==> src/rtl/lcd_timing_pattern_gen.sv <==
// LCD video timing and test-pattern generator for the 7:1 LVDS panel word.
// Raster counters, frame-latched pattern select and frame accounting, all on the pixel clock.
module lcd_timing_pattern_gen #(
   parameter int H_ACTIVE    = 1366,
   parameter int H_FP        = 14,
   parameter int H_SYNC      = 56,
   parameter int H_BP        = 104,
   parameter int V_ACTIVE    = 768,
   parameter int V_FP        = 3,
   parameter int V_SYNC      = 5,
   parameter int V_BP        = 4,
   parameter bit SYNC_ACTIVE = 1'b0,
   parameter int COLOR_W     = 6,
   parameter int CHECK_LOG2  = 5,
   parameter int BAR_STEP    = 4
) (
   input  logic                   clk,
   input  logic                   rst_n,
   input  logic                   enable,
   input  logic [2:0]             mode,
   input  logic [3*COLOR_W-1:0]   solid_rgb,
   output logic                   hsync,
   output logic                   vsync,
   output logic                   de,
   output logic [COLOR_W-1:0]     red,
   output logic [COLOR_W-1:0]     green,
   output logic [COLOR_W-1:0]     blue,
   output logic                   frame_start,
   output logic [15:0]            frame_cnt
);

   localparam int H_TOTAL = H_ACTIVE + H_FP + H_SYNC + H_BP;
   localparam int V_TOTAL = V_ACTIVE + V_FP + V_SYNC + V_BP;
   localparam int HW      = $clog2(H_TOTAL);
   localparam int VW      = $clog2(V_TOTAL);
   localparam int BAR_W   = 2 ** CHECK_LOG2;
   localparam int XW      = HW + VW + COLOR_W + CHECK_LOG2 + 2;

   localparam logic [HW-1:0] H_LAST   = HW'(H_TOTAL - 1);
   localparam logic [VW-1:0] V_LAST   = VW'(V_TOTAL - 1);
   localparam logic [XW-1:0] H_DE     = XW'(H_ACTIVE);
   localparam logic [XW-1:0] V_DE     = XW'(V_ACTIVE);
   localparam logic [XW-1:0] HS_BEG   = XW'(H_ACTIVE + H_FP);
   localparam logic [XW-1:0] HS_END   = XW'(H_ACTIVE + H_FP + H_SYNC);
   localparam logic [XW-1:0] VS_BEG   = XW'(V_ACTIVE + V_FP);
   localparam logic [XW-1:0] VS_END   = XW'(V_ACTIVE + V_FP + V_SYNC);
   localparam logic [XW-1:0] CK_MASK  = XW'(BAR_W);
   localparam logic [XW-1:0] BAR_MAX  = XW'(H_ACTIVE - BAR_W);
   localparam logic [COLOR_W-1:0] ON  = {COLOR_W{1'b1}};

   typedef enum logic {S_IDLE, S_RUN} state_t;

   state_t state_q, state_d;
   logic [HW-1:0] h_q, h_d;
   logic [VW-1:0] v_q, v_d;
   logic          enter_frame;
   logic          frame_done;
   logic          done_q;
   logic [2:0]    mode_q;
   logic [3*COLOR_W-1:0] rgb_q;
   logic [HW-1:0] bar_pos;

   always_comb begin
      state_d     = state_q;
      h_d         = h_q;
      v_d         = v_q;
      enter_frame = 1'b0;
      frame_done  = 1'b0;
      unique case (state_q)
         S_IDLE: begin
            h_d = '0;
            v_d = '0;
            if (enable) begin
               state_d     = S_RUN;
               enter_frame = 1'b1;
            end
         end
         S_RUN: begin
            if (h_q == H_LAST) begin
               h_d = '0;
               if (v_q == V_LAST) begin
                  v_d        = '0;
                  frame_done = 1'b1;
                  if (enable) enter_frame = 1'b1;
                  else        state_d     = S_IDLE;
               end else begin
                  v_d = v_q + 1'b1;
               end
            end else begin
               h_d = h_q + 1'b1;
            end
         end
         default: state_d = S_IDLE;
      endcase
   end

   always_ff @(posedge clk or negedge rst_n) begin
      if (!rst_n) begin
         state_q <= S_IDLE;
         h_q     <= '0;
         v_q     <= '0;
      end else begin
         state_q <= state_d;
         h_q     <= h_d;
         v_q     <= v_d;
      end
   end

   logic [XW-1:0] h_x, v_x, bar_x, bar_sum;
   assign h_x     = XW'(h_q);
   assign v_x     = XW'(v_q);
   assign bar_x   = XW'(bar_pos);
   assign bar_sum = bar_x + XW'(BAR_STEP);

   // Pattern parameters change only on entry to (0,0) so a frame is never torn.
   always_ff @(posedge clk or negedge rst_n) begin
      if (!rst_n) begin
         mode_q    <= '0;
         rgb_q     <= '0;
         bar_pos   <= '0;
         done_q    <= 1'b0;
         frame_cnt <= '0;
      end else begin
         done_q <= frame_done;
         if (done_q) frame_cnt <= frame_cnt + 16'd1;
         if (enter_frame) begin
            mode_q  <= mode;
            rgb_q   <= solid_rgb;
            bar_pos <= (bar_sum > BAR_MAX) ? '0 : HW'(bar_sum);
         end
      end
   end

   logic          de_c, hs_c, vs_c, in_bar, ck_c;
   logic [2:0]    bar_idx;
   logic [COLOR_W-1:0] r_c, g_c, b_c, grey;

   assign de_c   = (h_x < H_DE) && (v_x < V_DE);
   assign hs_c   = (h_x >= HS_BEG) && (h_x < HS_END);
   assign vs_c   = (v_x >= VS_BEG) && (v_x < VS_END);
   assign in_bar = (h_x >= bar_x) && (h_x < bar_x + XW'(BAR_W));
   assign ck_c   = ((h_x ^ v_x) & CK_MASK) != '0;
   assign grey   = COLOR_W'(h_x >> 2);

   always_comb begin
      bar_idx = '0;
      for (int k = 1; k < 8; k++)
         if (h_x >= XW'(k * H_ACTIVE / 8)) bar_idx = 3'(k);
   end

   always_comb begin
      r_c = '0;
      g_c = '0;
      b_c = '0;
      unique case (mode_q)
         3'd0: {r_c, g_c, b_c} = rgb_q;
         3'd1: begin
            // white,yellow,cyan,green,magenta,red,blue,black
            r_c = bar_idx[1] ? '0 : ON;
            g_c = bar_idx[2] ? '0 : ON;
            b_c = bar_idx[0] ? '0 : ON;
         end
         3'd2: {r_c, g_c, b_c} = {grey, grey, grey};
         3'd3: {r_c, g_c, b_c} = ck_c ? '0 : {ON, ON, ON};
         3'd4: {r_c, g_c, b_c} = in_bar ? {ON, ON, ON} : '0;
         default: {r_c, g_c, b_c} = '0;
      endcase
   end

   always_ff @(posedge clk or negedge rst_n) begin
      if (!rst_n) begin
         hsync       <= ~SYNC_ACTIVE;
         vsync       <= ~SYNC_ACTIVE;
         de          <= 1'b0;
         red         <= '0;
         green       <= '0;
         blue        <= '0;
         frame_start <= 1'b0;
      end else if (state_q == S_RUN) begin
         hsync       <= hs_c ? SYNC_ACTIVE : ~SYNC_ACTIVE;
         vsync       <= vs_c ? SYNC_ACTIVE : ~SYNC_ACTIVE;
         de          <= de_c;
         red         <= de_c ? r_c : '0;
         green       <= de_c ? g_c : '0;
         blue        <= de_c ? b_c : '0;
         frame_start <= (h_q == '0) && (v_q == '0);
      end else begin
         hsync       <= ~SYNC_ACTIVE;
         vsync       <= ~SYNC_ACTIVE;
         de          <= 1'b0;
         red         <= '0;
         green       <= '0;
         blue        <= '0;
         frame_start <= 1'b0;
      end
   end

endmodule

==> config.mk <==
export PLATFORM = sky130hd
export DESIGN_NAME = lcd_timing_pattern_gen
export DESIGN_NICKNAME = d
export VERILOG_FILES = /design/src/rtl/lcd_timing_pattern_gen.sv
export SDC_FILE = /design/constraint.sdc
export NUM_CORES = 1
export LEC_CHECK = 0
export ABC_AREA = 1
export CAP_MARGIN = 0
export CORE_MARGIN = 4
export CORE_UTILIZATION = 60
export CTS_BUF_LIST = sky130_fd_sc_hd__clkbuf_8 sky130_fd_sc_hd__clkbuf_16
export CTS_CLUSTER_SIZE = 25
export DETAILED_ROUTE_END_ITERATION = 16
export GPL_ROUTABILITY_DRIVEN = 0
export HOLD_SLACK_MARGIN = 0.12
export PLACE_DENSITY = 0.85
export REMOVE_ABC_BUFFERS = 1
export SYNTH_ARGS = -nofsm -noshare
export SYNTH_HDL_FRONTEND = slang
export SYNTH_SLANG_ARGS = --single-unit
==> constraint.sdc <==
create_clock -name clk -period 4.9 [get_ports clk]
set_input_delay 0.735 -clock clk [delete_from_list [all_inputs] [get_ports clk]]
set_output_delay 0.735 -clock clk [all_outputs]
set_load 0.005 [all_outputs]
## Word-level counts from Yosys, hierarchy flattened

Cells that the tools add are included.

- Eq/ne operators: 7
- Reductions and logical operators: 8
- Mux-type cells: 43
- Bitwise logic cells: 2
- Add/sub/neg operators: 5
- Order comparisons: 16

Operators by type and width:

| kind | count |
|---|---|
| one-hot mux 6 bit (5 select lines) | 3 |
| 2-to-1 mux 6 bit | 9 |
| 2-to-1 mux 18 bit | 2 |
| >= comparator 11 x 10 -> 1 bit, second input constant | 3 |
| >= comparator 11 bit, second input constant | 3 |
| < comparator 11 bit, second input constant | 2 |
| 2-to-1 mux 11 bit | 2 |
| one-hot mux 11 bit (2 select lines) | 1 |
| < comparator 10 bit, second input constant | 2 |
| 2-to-1 mux 10 bit | 2 |
| one-hot mux 10 bit (2 select lines) | 1 |
| 2-to-1 mux 3 bit | 6 |
| adder 16 x 1 -> 16 bit, second input constant | 1 |
| 2-to-1 mux 1 bit | 15 |
| adder 11 x 3 -> 12 bit, second input constant | 1 |
| adder 11 x 6 -> 12 bit, second input constant | 1 |
| greater-than comparator 12 x 11 -> 1 bit, second input constant | 1 |
| < comparator 11 x 12 -> 1 bit | 1 |
| adder 11 x 1 -> 11 bit, second input constant | 1 |
| equality test 11 bit, second input constant | 1 |
| >= comparator 11 bit | 1 |
| >= comparator 11 x 8 -> 1 bit, second input constant | 1 |
| >= comparator 11 x 9 -> 1 bit, second input constant | 1 |
| zero test 11 bit | 1 |
| other kinds (13) | 19 |

- Logic and storage cells: 96
- Input bits: 24
- Output and inout port bits: 38
- Bits in registers: 93

## Longest topological paths before layout

Gate-level depths: netlist of run 1.

- Depth after elaboration: 12
- Gate-level depth with buffers: 16
- Mapped depth without buffers: 14

## Worst setup path before layout of run 1

OpenSTA, ideal clock, no wires.

- Path kind: register -> register
- Start: register bar_pos[5]
- End: register red[0]
- Arrival: 2010 ps
- Data required time: 4768 ps
- Period minus slack after synthesis: 2142 ps
- Slack: 2758 ps
- Setup time: 132 ps
- Cell stages (with the launch flop): 14
- Path buffers: 1
- Cells stage by stage: dfrtp_1 -> ha_1 -> nand3_1 -> xor2_1 -> ha_1 -> nand2_1 -> inv_1 -> nand3_1 -> nand3b_1 -> nand3_2 -> nand2_1 -> buf_4 -> nor2_1 -> nor2_1

- Cells in the longest elaborated chain, start to end: 7
- Elaborated cells on any way between the ends: 8
- Those cells by class: add/sub: 1; order compare: 2; mux: 4; reduce/logical: 1

RTL lines:

| what | RTL line | RTL |
|---|---|---|
| start: declaration | 61 | `logic [HW-1:0] bar_pos;` |
| start signal: assignment | 129 | `bar_pos <= (bar_sum > BAR_MAX) ? '0 : HW'(bar_sum);` |
| adder 11 x 6 -> 12 bit | 141 | `assign in_bar = (h_x >= bar_x) && (h_x < bar_x + XW'(BAR_W));` |
| < comparator 11 x 12 -> 1 bit | 141 |  |
| logical AND 1 bit * | 141 |  |
| 2-to-1 mux 18 bit * | 165 | `3'd4: {r_c, g_c, b_c} = in_bar ? {ON, ON, ON} : '0;` |
| one-hot mux 6 bit (5 select lines) * | 155 | `unique case (mode_q)` |
| 2-to-1 mux 6 bit * | 183 | `red <= de_c ? r_c : '0;` |
| 2-to-1 mux 6 bit * | 179 | `end else if (state_q == S_RUN) begin` |
| end signal: assignment | 183 |  |
| end: declaration | 25 | `output logic [COLOR_W-1:0] red,` |

Mark *: on every way between the ends. The rest lies on a longest branch, timed or not.
A chain may end at the register's enable or synchronous reset.

## Final worst setup path of run 1

- Start: register bar_pos[7]
- End: register green[5]

- Cells in the longest elaborated chain, start to end: 7
- Elaborated cells on any way between the ends: 8
- Those cells by class: add/sub: 1; order compare: 2; mux: 4; reduce/logical: 1

RTL lines:

| what | RTL line | RTL |
|---|---|---|
| adder 11 x 6 -> 12 bit | 141 |  |
| < comparator 11 x 12 -> 1 bit | 141 |  |
| logical AND 1 bit * | 141 |  |
| 2-to-1 mux 18 bit * | 165 |  |
| one-hot mux 6 bit (5 select lines) * | 155 |  |
| 2-to-1 mux 6 bit * | 184 | `green <= de_c ? g_c : '0;` |
| 2-to-1 mux 6 bit * | 179 |  |
| end signal: assignment | 184 |  |
| end: declaration | 26 | `output logic [COLOR_W-1:0] green,` |

Marks and branches as above.

==> out/metrics.csv, run 1 <==
stage;metric;value;unit
cts;CTS tree;yes;
worst_setup_path;Setup Crit Path Kind;flop to flop;
synth;top-count cell post-synth;nand2_1;
cts;Root Driver;clkbuf_8;
grt;Top Usage Layer GRT;met2;
grt;antenna violations before repair;0;
layout;Layout Nets;751;
flow_run;MaxCap Viol Count;0;
die;die area;10230;um2
timing;Period Utilization, post-route;0.5200;
cts;Clock Tree Buf Depth;2;
die;die width;101.2;um
synth;FFs w/ async S/R, synth;1.000;
cts;post-CTS setup buffer count;0;
synth;Ys Warns;0;
grt;GRT overflow;0;
synth;Post-Syn Area;5206;um2
die;DIE HEIGHT;101.2;um
min_path;Hold Crit Class;primary input to async pin;
grt;GR Util met2;0.3803;
synth;Top FF cell, synth;dfrtp_1;
cts;Sink Count;91;
drt;DR iter-0 viols;327;
layout;final non-filler cell area;6007;um2
cts;hold buffer count at CTS;0;
synth;Syn Inst Count;645;
timing;final hold vios;0;
cts;Reg clk slew, reported paths;0.09;ns
layout;area grow syn2layout;15.38;%
timing;clock skew;0.01045;ns
placed_design;placed cell area;5838;um2
layout;fill cell count;591;
grt;first-pass GRT wire length;19650;um
synth;Synth area leaders;dfrtp_1 (43%), nand2_1 (9.9%), inv_1 (6.0%);
timing;clock period minus worst slack;2.548;ns
die;Starting Density;0.6242;
drt;Antenna Nets Post-Route;0;
pwr;pwr dens;205.4;nW/um2
timing;Rel. slew slack;0.4478;
layout;share of cells above drive strength 1;0.07910;
synth;flops & latches, synth;91;
timing;FMAX;0.3924;GHz
drt;DRT Wirelength;11530;um
grt;largest net degree at the start of global routing;53;
cts;later-pin clock latency in the skew report;0.36;ns
pwr;Leakage;2.985;nW
timing;RSZ-0062 raised after global routing;no;
layout;storage element area;2280;um2
synth;most frequent cells after synthesis;nand2_1 (138), dfrtp_1 (89), inv_1 (83);
drt;drt wl/cell;14.18;um
timing;TNS Setup;0;ns
timing;final worst-path setup slack;2.352;ns
synth;cell type with the largest total area after synthesis;dfrtp_1;
synth;sequential share of the synthesized area;0.4379;
worst_setup_path;Crit. End Element;flop;
synth;post-synth top area share;0.4278;
layout;diode count;0;
synth;number of flops mapped to enable cells by yosys;0;
drt;router iterations before antenna repair;5;
grt;vias in the first global route;4270;
grt;GR Util All Layers;0.2389;
drt;Vias;4454;
worst_setup_path;critical path required time;5.16;ns
die;row count;33;
synth;Yosys cell types;46;
drt;DRC Markers;0;
placed_design;Port Buffers;61;
drt;vias per cell;5.478;
die;top-level I/O count;62;
cts;post-cts resize count;0;
timing;fin. max-slew vios;0;
synth;Syn Area/Cell;8.072;um2
grt;M1 GR Usage;0.3180;
timing;Final Setup Violations;0;
die;Core Box Area;8341;um2
placed_design;Place WS;2.395;ns
layout;Multi-input gate area;2466;um2
worst_setup_path;crit path DAT;2.81;ns
status;status;complete, no violations;
cts;H-Tree Depth;3;
cts;CTS Buf Count;9;
worst_setup_path;startpoint type of the worst setup path;flop;
grt;grt met3 use;0.04270;
pwr;Max IR drop VDD;0.1129;mV
worst_setup_path;crit-path max FO;12;
timing;worst slew pin tran;0.8228;ns
placed_design;placed wire-length estimate;8717;um
cell usage in the layout, fill, tap and decap left out, types with 2 or more instances in the layout:
master and count:
nand2_2 10, dfrtp_1 89, or2_2 3, nor3_1 14, nor3b_1 2, nand4_1 6, xor2_1 19, buf_4 2
a2bb2oi_1 2, clkdlybuf4s50_1 60, o21ai_0 24, o21ai_1 12, nand3b_1 7, clkbuf_8 9, nand3_1 60, inv_2 3
nor4_1 3, nand2_4 2, clkinvlp_4 2, inv_1 85, o21ai_2 9, nor2_1 72, nor2_2 3, dfstp_2 2
a21oi_1 15, ha_1 24, xnor2_1 8, a31oi_1 2, nor2_8 2, nand2_1 138, nand3_2 2
where the power goes:
group          total [W]  leakage (nW)  internal (W)  switching [W]
sequential      0.000750          1.16      0.000750              0
clock           0.000449        0.0882      0.000182       0.000267
combinational  0.0000341          1.73     0.0000163      0.0000178
total            0.00123          2.98      0.000949       0.000285
metal layers:
metal  share of wire  up-vias
met1            0.43     2043
met5               0        -
met3           0.069       38
li1                -     2193
met4           0.034        0
met2            0.46      180
cells by family (layout without fill, tap and decap cells):
group / Yosys count / count (layout) / share of synthesized area
mux: 1 / 1 / 0.002163
simple gates: 326 / 326 / 0.2846
fa+ha+maj: 24 / 24 / 0.05768
compound gates: 73 / 73 / 0.08388
xor+xnor: 27 / 27 / 0.04542
flops: 91 / 91 / 0.4379
buf+inv: 103 / 166 / 0.08844
critical path: stages, from the launching register on:
cell	delay, ns
dfrtp_1	0.50
nand2_1	0.15
nor3_1	0.24
nand2_1	0.10
xor2_1	0.17
ha_1	0.30
nand3_1	0.09
nand3b_1	0.18
nand3_2	0.16
nand2_1	0.25
o21ai_0	0.25
inv_1	0.05
final cells by class:
| cell class | instances | area share |
|---|---|---|
| clock buffers | 9 | 0.02062 |
| well taps | 105 | 0.02187 |
| repair buffers | 62 | 0.1025 |
| clock inverters | 7 | 0.007498 |
| inverters | 88 | 0.05749 |
| flip-flops and latches | 91 | 0.3795 |
| multi-input cells | 451 | 0.4105 |
through the flow:
step,hold WS (ns),total power [W],std cells,util
2_1_floorplan,0.4394,0.0007656,630,-
3_3_place_gp,0.4574,0.0007994,797,0.7000
3_5_place_dp,0.4624,0.0008002,797,0.7000
4_1_cts,0.3485,0.001245,813,0.7202
5_1_grt,0.3680,0.001278,813,0.7202
6_report,0.3451,0.001234,813,0.7202
path summary, 6_finish.rpt:
check,from,to,slack [ns],cells past startpoint
setup / recovery,bar_pos[7],green[5],2.35,11
hold / removal,rst_n,frame_cnt[7],0.35,1
setup reg to reg,bar_pos[7],green[5],2.35,11
hold reg to reg,frame_cnt[15],frame_cnt[15],0.47,1
max in group asynchronous,rst_n,rgb_q[9],3.52,2
min in group clk,frame_cnt[15],frame_cnt[15],0.47,1
state kept, by name, summed over array words and instances, names as in the netlist, 3 cells and up:
name and cells:
frame_cnt 16, mode_q 3, blue 6, bar_pos 9, rgb_q 18, v_q 10, h_q 11, green 6
red 6
No activity file was read; power rests on OpenSTA's default activity.
==> run 2, diff against run 1 <==
--- a/config.mk
+++ b/config.mk
@@ -8,13 +8,13 @@
 export ABC_AREA = 1
 export CAP_MARGIN = 0
 export CORE_MARGIN = 4
-export CORE_UTILIZATION = 60
+export CORE_UTILIZATION = 56
 export CTS_BUF_LIST = sky130_fd_sc_hd__clkbuf_8 sky130_fd_sc_hd__clkbuf_16
 export CTS_CLUSTER_SIZE = 25
 export DETAILED_ROUTE_END_ITERATION = 16
 export GPL_ROUTABILITY_DRIVEN = 0
 export HOLD_SLACK_MARGIN = 0.12
-export PLACE_DENSITY = 0.85
+export PLACE_DENSITY = 0.8
 export REMOVE_ABC_BUFFERS = 1
 export SYNTH_ARGS = -nofsm -noshare
 export SYNTH_HDL_FRONTEND = slang
==> constraint.sdc (replaced) <==
create_clock -name clk -period 2.5 [get_ports clk]
set_input_delay 0.375 -clock clk [delete_from_list [all_inputs] [get_ports clk]]
set_output_delay 0.375 -clock clk [all_outputs]
set_load 0.005 [all_outputs]
==> out/metrics.csv, run 2 (synthesized netlist as in run 1, its figures left out) <==
stage;metric;value;unit
pwr;Leakage;3.019;nW
layout;Layout Cells excl Fill;821;
layout;commonest non-fill, non-tap cell in the layout;nand2_1;
layout;area grow syn2layout;17.38;%
drt;wl on met1;5044;um
timing;clock skew;0.01609;ns
worst_setup_path;Setup Crit Path Kind;flop to flop;
pwr;Max IR drop VDD;0.2829;mV
die;Core Box Area;8891;um2
drt;Max Used Layer;met4;
layout;Top Registers;rgb_q (18), frame_cnt (16), h_q (11);
placed_design;placed cell area;5884;um2
layout;Layout Nets;756;
flow_run;MaxCap Viol Count;0;
drt;Antenna Nets Post-Route;0;
layout;fill cell count;716;
drt;drt wl/cell;14.09;um
cts;CTS tree;yes;
drt;met2 WL;5514;um
drt;Met3 Wirelength;718;um
placed_design;Port Buffers;61;
min_path;Hold Crit Depth;1;
timing;Period Utilization, post-route;0.9186;
worst_setup_path;r2r endpoint;green[0];
grt;largest net degree at the start of global routing;54;
worst_setup_path;reg2reg setup slack;0.20;ns
drt;Vias;4440;
placed_design;placed wire-length estimate;8581;um
status;status;complete, no violations;
drt;vias per cell;5.408;
cts;later-pin clock latency in the skew report;0.37;ns
worst_setup_path;crit-path max FO;12;
layout;Most flops, register;rgb_q;
worst_setup_path;critical path required time;2.76;ns
min_path;worst hold start;frame_cnt[15];
worst_setup_path;Worst path slowest cell;dfrtp_1;
timing;final hold vios;0;
layout;diode count;0;
cts;H-Tree Depth;3;
placed_design;Placed Cells incl. Taps;804;
timing;clock period minus worst slack;2.296;ns
timing;FMAX;0.4355;GHz
timing;hold_ws;0.4654;ns
grt;vias in the first global route;4263;
timing;fin. max-slew vios;0;
drt;DRT Wirelength;11570;um
layout;most frequent cells in the layout;nand2_1 (137), dfrtp_1 (88), inv_1 (84);
worst_setup_path;Crit. End Element;flop;
timing;Rel. slew slack;0.5997;
die;DIE HEIGHT;104.4;um
cts;Clock Tree Buf Depth;2;
timing;Final Setup Violations;0;
die;row count;34;
cts;Reg clk slew, reported paths;0.09;ns
cts;CTS Buf Count;9;
drt;router iterations before antenna repair;5;
layout;final non-filler cell area;6111;um2
min_path;Hold Crit Class;flop to flop;
worst_setup_path;worst path cell trace;ha_1, nand3_1, xor2_1, ha_1, nand2_1, inv_1, nand3_1, nand3b_1, nand3_2, nand2_4, o21ai_0, inv_1;
pwr;pwr dens;416.3;nW/um2
cts;Root Driver;clkbuf_8;
layout;share of cells above drive strength 1;0.08976;
die;die width;104.4;um
grt;GR Util All Layers;0.2191;
drt;DR iter-0 viols;297;
worst_setup_path;cell depth of the worst flop-to-flop path;12;
worst_setup_path;startpoint type of the worst setup path;flop;
worst_setup_path;crit path DAT;2.55;ns
grt;first-pass GRT wire length;19750;um
die;die area;10900;um2
grt;GRT overflow;0;
die;top-level I/O count;62;
cts;Sink Count;91;
worst_setup_path;RR Startpoint;bar_pos[6];
drt;DRC Markers;0;
die;Starting Density;0.5856;
min_path;WHS Endpoint;frame_cnt[15];
timing;worst slew pin tran;0.5959;ns
grt;antenna violations before repair;0;
layout;max reg flops;18;
worst_setup_path;Crit path largest cell delay;0.43;ns
run 2: per-layer routing:
metal  vias up  GRT usage
met5         -          0
met2       172     0.3570
met3        32    0.04407
met4         0    0.07787
met1      2046     0.2908
li1       2190          -
run 2: layout make-up:
type | instances | area, um2 | share of cell area
Multi-Input combinational cell | 451 | 2479 | 0.4056
Inverter | 88 | 345.3 | 0.05651
Sequential cell | 91 | 2281 | 0.3733
Tap cell | 108 | 135.1 | 0.02211
Clock buffer | 10 | 137.6 | 0.02252
Timing Repair Buffer | 67 | 668.1 | 0.1093
Clock inverter | 6 | 65.06 | 0.01065
run 2: critical path, delay by kind of cell, from the launching register on:
family | cells | cell delay (ns)
flip-flops | 1 | 0.43
XOR/XNOR | 1 | 0.16
AND/OR/NAND/NOR | 6 | 0.76
buffers and inverters | 2 | 0.11
AO/OA/AOI/OAI | 1 | 0.18
adder cells (fa/ha/maj) | 2 | 0.54
run 2: worst max-delay path by stage:
stage | endpoint | from | slack [ns]
3_3_place_gp | green[5] | bar_pos[6] | 0.16
4_1_cts | green[0] | bar_pos[6] | 0.05
6_report | green[0] | bar_pos[6] | 0.20
3_5_place_dp | green[0] | bar_pos[6] | 0.08
2_1_floorplan | green[0] | bar_pos[5] | 0.32
5_1_grt | green[1] | bar_pos[6] | -0.01
run 2: timing repair:
item,in CTS,in global routing
endpoints found under the hold margin,37,0
gates resized for setup,0,4
buffers inserted,0,0
setup endpoints to repair,0,12
hold buffers,1,0
run 2: through the flow:
stage	setup WS, ns	TNS, ns	total power (W)	util
detailed placement	0.08151	0	0.001571	0.6618
floorplan	0.3214	0	0.001501	-
CTS	0.04763	0	0.002560	0.6858
finish	0.2036	0	0.002544	0.6873
global route	-0.01175	-0.01175	0.002625	0.6873
global placement	0.1626	0	0.001570	0.6618
run 2: where the power goes:
part | switching [W] | internal (W) | total (W)
logic | 0.0000347 | 0.0000352 | 0.0000699
clock network | 0.000515 | 0.000489 | 0.00100
registers | 0 | 0.00147 | 0.00147
==> run 3, diff against run 2 <==
--- a/config.mk
+++ b/config.mk
@@ -8,13 +8,14 @@
 export ABC_AREA = 1
 export CAP_MARGIN = 0
 export CORE_MARGIN = 4
-export CORE_UTILIZATION = 56
+export CORE_UTILIZATION = 60
 export CTS_BUF_LIST = sky130_fd_sc_hd__clkbuf_8 sky130_fd_sc_hd__clkbuf_16
 export CTS_CLUSTER_SIZE = 25
 export DETAILED_ROUTE_END_ITERATION = 16
+export DONT_BUFFER_PORTS = 1
 export GPL_ROUTABILITY_DRIVEN = 0
 export HOLD_SLACK_MARGIN = 0.12
-export PLACE_DENSITY = 0.8
+export PLACE_DENSITY = 0.76
 export REMOVE_ABC_BUFFERS = 1
 export SYNTH_ARGS = -nofsm -noshare
 export SYNTH_HDL_FRONTEND = slang
==> out/metrics.csv, run 3 (synthesized netlist as in run 1, its figures left out) <==
stage;metric;value;unit
cts;Sink Count;91;
drt;vias per cell;5.519;
worst_setup_path;Crit path largest cell delay;0.41;ns
min_path;Hold Crit Class;primary input to flop;
timing;TNS Setup;0;ns
grt;vias in the first global route;4092;
worst_setup_path;Crit. End Element;flop;
layout;area grow syn2layout;7.907;%
placed_design;Port Buffers;0;
layout;fill cell count;677;
worst_setup_path;CP Buf/Inv Count;2;
cts;later-pin clock latency in the skew report;0.36;ns
layout;diode count;0;
placed_design;placed wire-length estimate;8272;um
worst_setup_path;critical path required time;2.76;ns
worst_setup_path;Setup Crit Path Kind;flop to flop;
grt;first-pass GRT wire length;18770;um
flow_run;MaxCap Viol Count;0;
drt;drt wl/cell;14.61;um
cts;CTS Buf Count;9;
timing;Period Utilization, post-route;0.9002;
layout;max reg flops;18;
layout;share of cells above drive strength 1;0.1051;
drt;Vias;4255;
cts;Clock Tree Buf Depth;2;
grt;largest net degree at the start of global routing;92;
die;die width;101.2;um
drt;Antenna Nets Post-Route;0;
grt;antenna violations before repair;0;
timing;FMAX;0.4444;GHz
timing;fin. max-slew vios;0;
layout;most frequent cells in the layout;nand2_1 (137), dfrtp_1 (88), inv_1 (83);
timing;final hold vios;0;
layout;Most flops, register;rgb_q;
worst_setup_path;crit-path max FO;8;
worst_setup_path;CP delay by family, top;simple AND/OR/NAND/NOR gates;
die;Core Box Area;8341;um2
drt;DRC Markers;0;
grt;GRT overflow;0;
drt;router iterations before antenna repair;5;
die;top-level I/O count;62;
grt;GR Util All Layers;0.2283;
worst_setup_path;worst path cell trace;inv_1, nor3_1, nand2_1, xor2_1, ha_1, nand3_1, nand3b_1, nand3_4, nand2_2, o21ai_1, inv_1;
timing;worst slew pin tran;0.6757;ns
cts;Root Driver;clkbuf_8;
cts;Reg clk slew, reported paths;0.09;ns
drt;DRT Wirelength;11260;um
cts;post-CTS setup buffer count;0;
worst_setup_path;startpoint type of the worst setup path;flop;
placed_design;placed cell area;5290;um2
timing;final worst-path setup slack;0.2496;ns
layout;final non-filler cell area;5618;um2
cts;CTS tree;yes;
die;Starting Density;0.6242;
timing;clock skew;0.01337;ns
worst_setup_path;crit path DAT;2.51;ns
timing;Rel. slew slack;0.5460;
die;DIE HEIGHT;101.2;um
pwr;total power;0.002466;W
pwr;pwr dens;439.0;nW/um2
die;row count;33;
status;status;complete, no violations;
timing;hold_ws;0.1292;ns
pwr;Max IR drop VDD;0.2457;mV
pwr;Leakage;2.866;nW
cts;H-Tree Depth;3;
die;die area;10230;um2
placed_design;Place WS;0.06295;ns
layout;Layout Nets;709;
worst_setup_path;Worst path slowest cell;dfrtp_1;
layout;commonest non-fill, non-tap cell in the layout;nand2_1;
timing;clock period minus worst slack;2.250;ns
layout;Top Registers;rgb_q (18), frame_cnt (16), h_q (11);
drt;DR iter-0 viols;254;
worst_setup_path;most used cell, CP;inv_1;
timing;Final Setup Violations;0;
## run 3: metal layers
metal  up-vias  share of wire  GRT usage
met1      1958           0.43     0.3003
met2       164           0.48     0.3737
li1       2105              -          -
met4         0          0.028    0.08078
met5         -              0          0
met3        28          0.064    0.04959
## run 3: worst paths after layout
path	startpoint	end	slack, ns	cells after the start
setup / recovery	bar_pos[9]	green[1]	0.25	11
hold / removal	mode[2]	mode_q[2]	0.13	2
setup reg to reg	bar_pos[9]	green[1]	0.25	11
hold reg to reg	rgb_q[7]	rgb_q[7]	0.49	2
max in group asynchronous	rst_n	bar_pos[6]	1.56	2
min in group asynchronous	rst_n	frame_cnt[11]	0.59	2
## run 3: cell type report
cell class	instances	area, um2	area share
tap	105	131.4	0.02339
multi-input combinational	452	2490	0.4432
sequential	91	2281	0.4060
clock inverter	6	47.55	0.008463
timing repair buffer	19	185.2	0.03296
clock buffer	10	137.6	0.02450
inverter	88	345.3	0.06147
## run 3: per-stage QoR
step | utilization | std cells
global route | 0.6736 | 771
CTS | 0.6706 | 770
finish | 0.6736 | 771
detailed placement | 0.6343 | 744
global placement | 0.6343 | 744
floorplan | - | 630
## run 3: worst register-to-register path, stage by stage, from the launching register on
cell and delay (ns):
dfrtp_1 0.41, inv_1 0.10, nor3_1 0.26, nand2_1 0.10, xor2_1 0.16, ha_1 0.30, nand3_1 0.09, nand3b_1 0.21
nand3_4 0.18, nand2_2 0.13, o21ai_1 0.16, inv_1 0.05
## run 3: repair_timing
item	4_1_cts	5_1_grt
endpoints found under the hold margin	99	0
resized for setup	0	5
setup endpoints to repair	0	16
hold buffers	10	0
## run 3: where the power goes
part           switching (W)  total (W)  leakage [nW]  internal, W
sequential                 0    0.00147          1.16      0.00147
combinational      0.0000308  0.0000448          1.61    0.0000140
clock               0.000550   0.000951        0.0989     0.000401
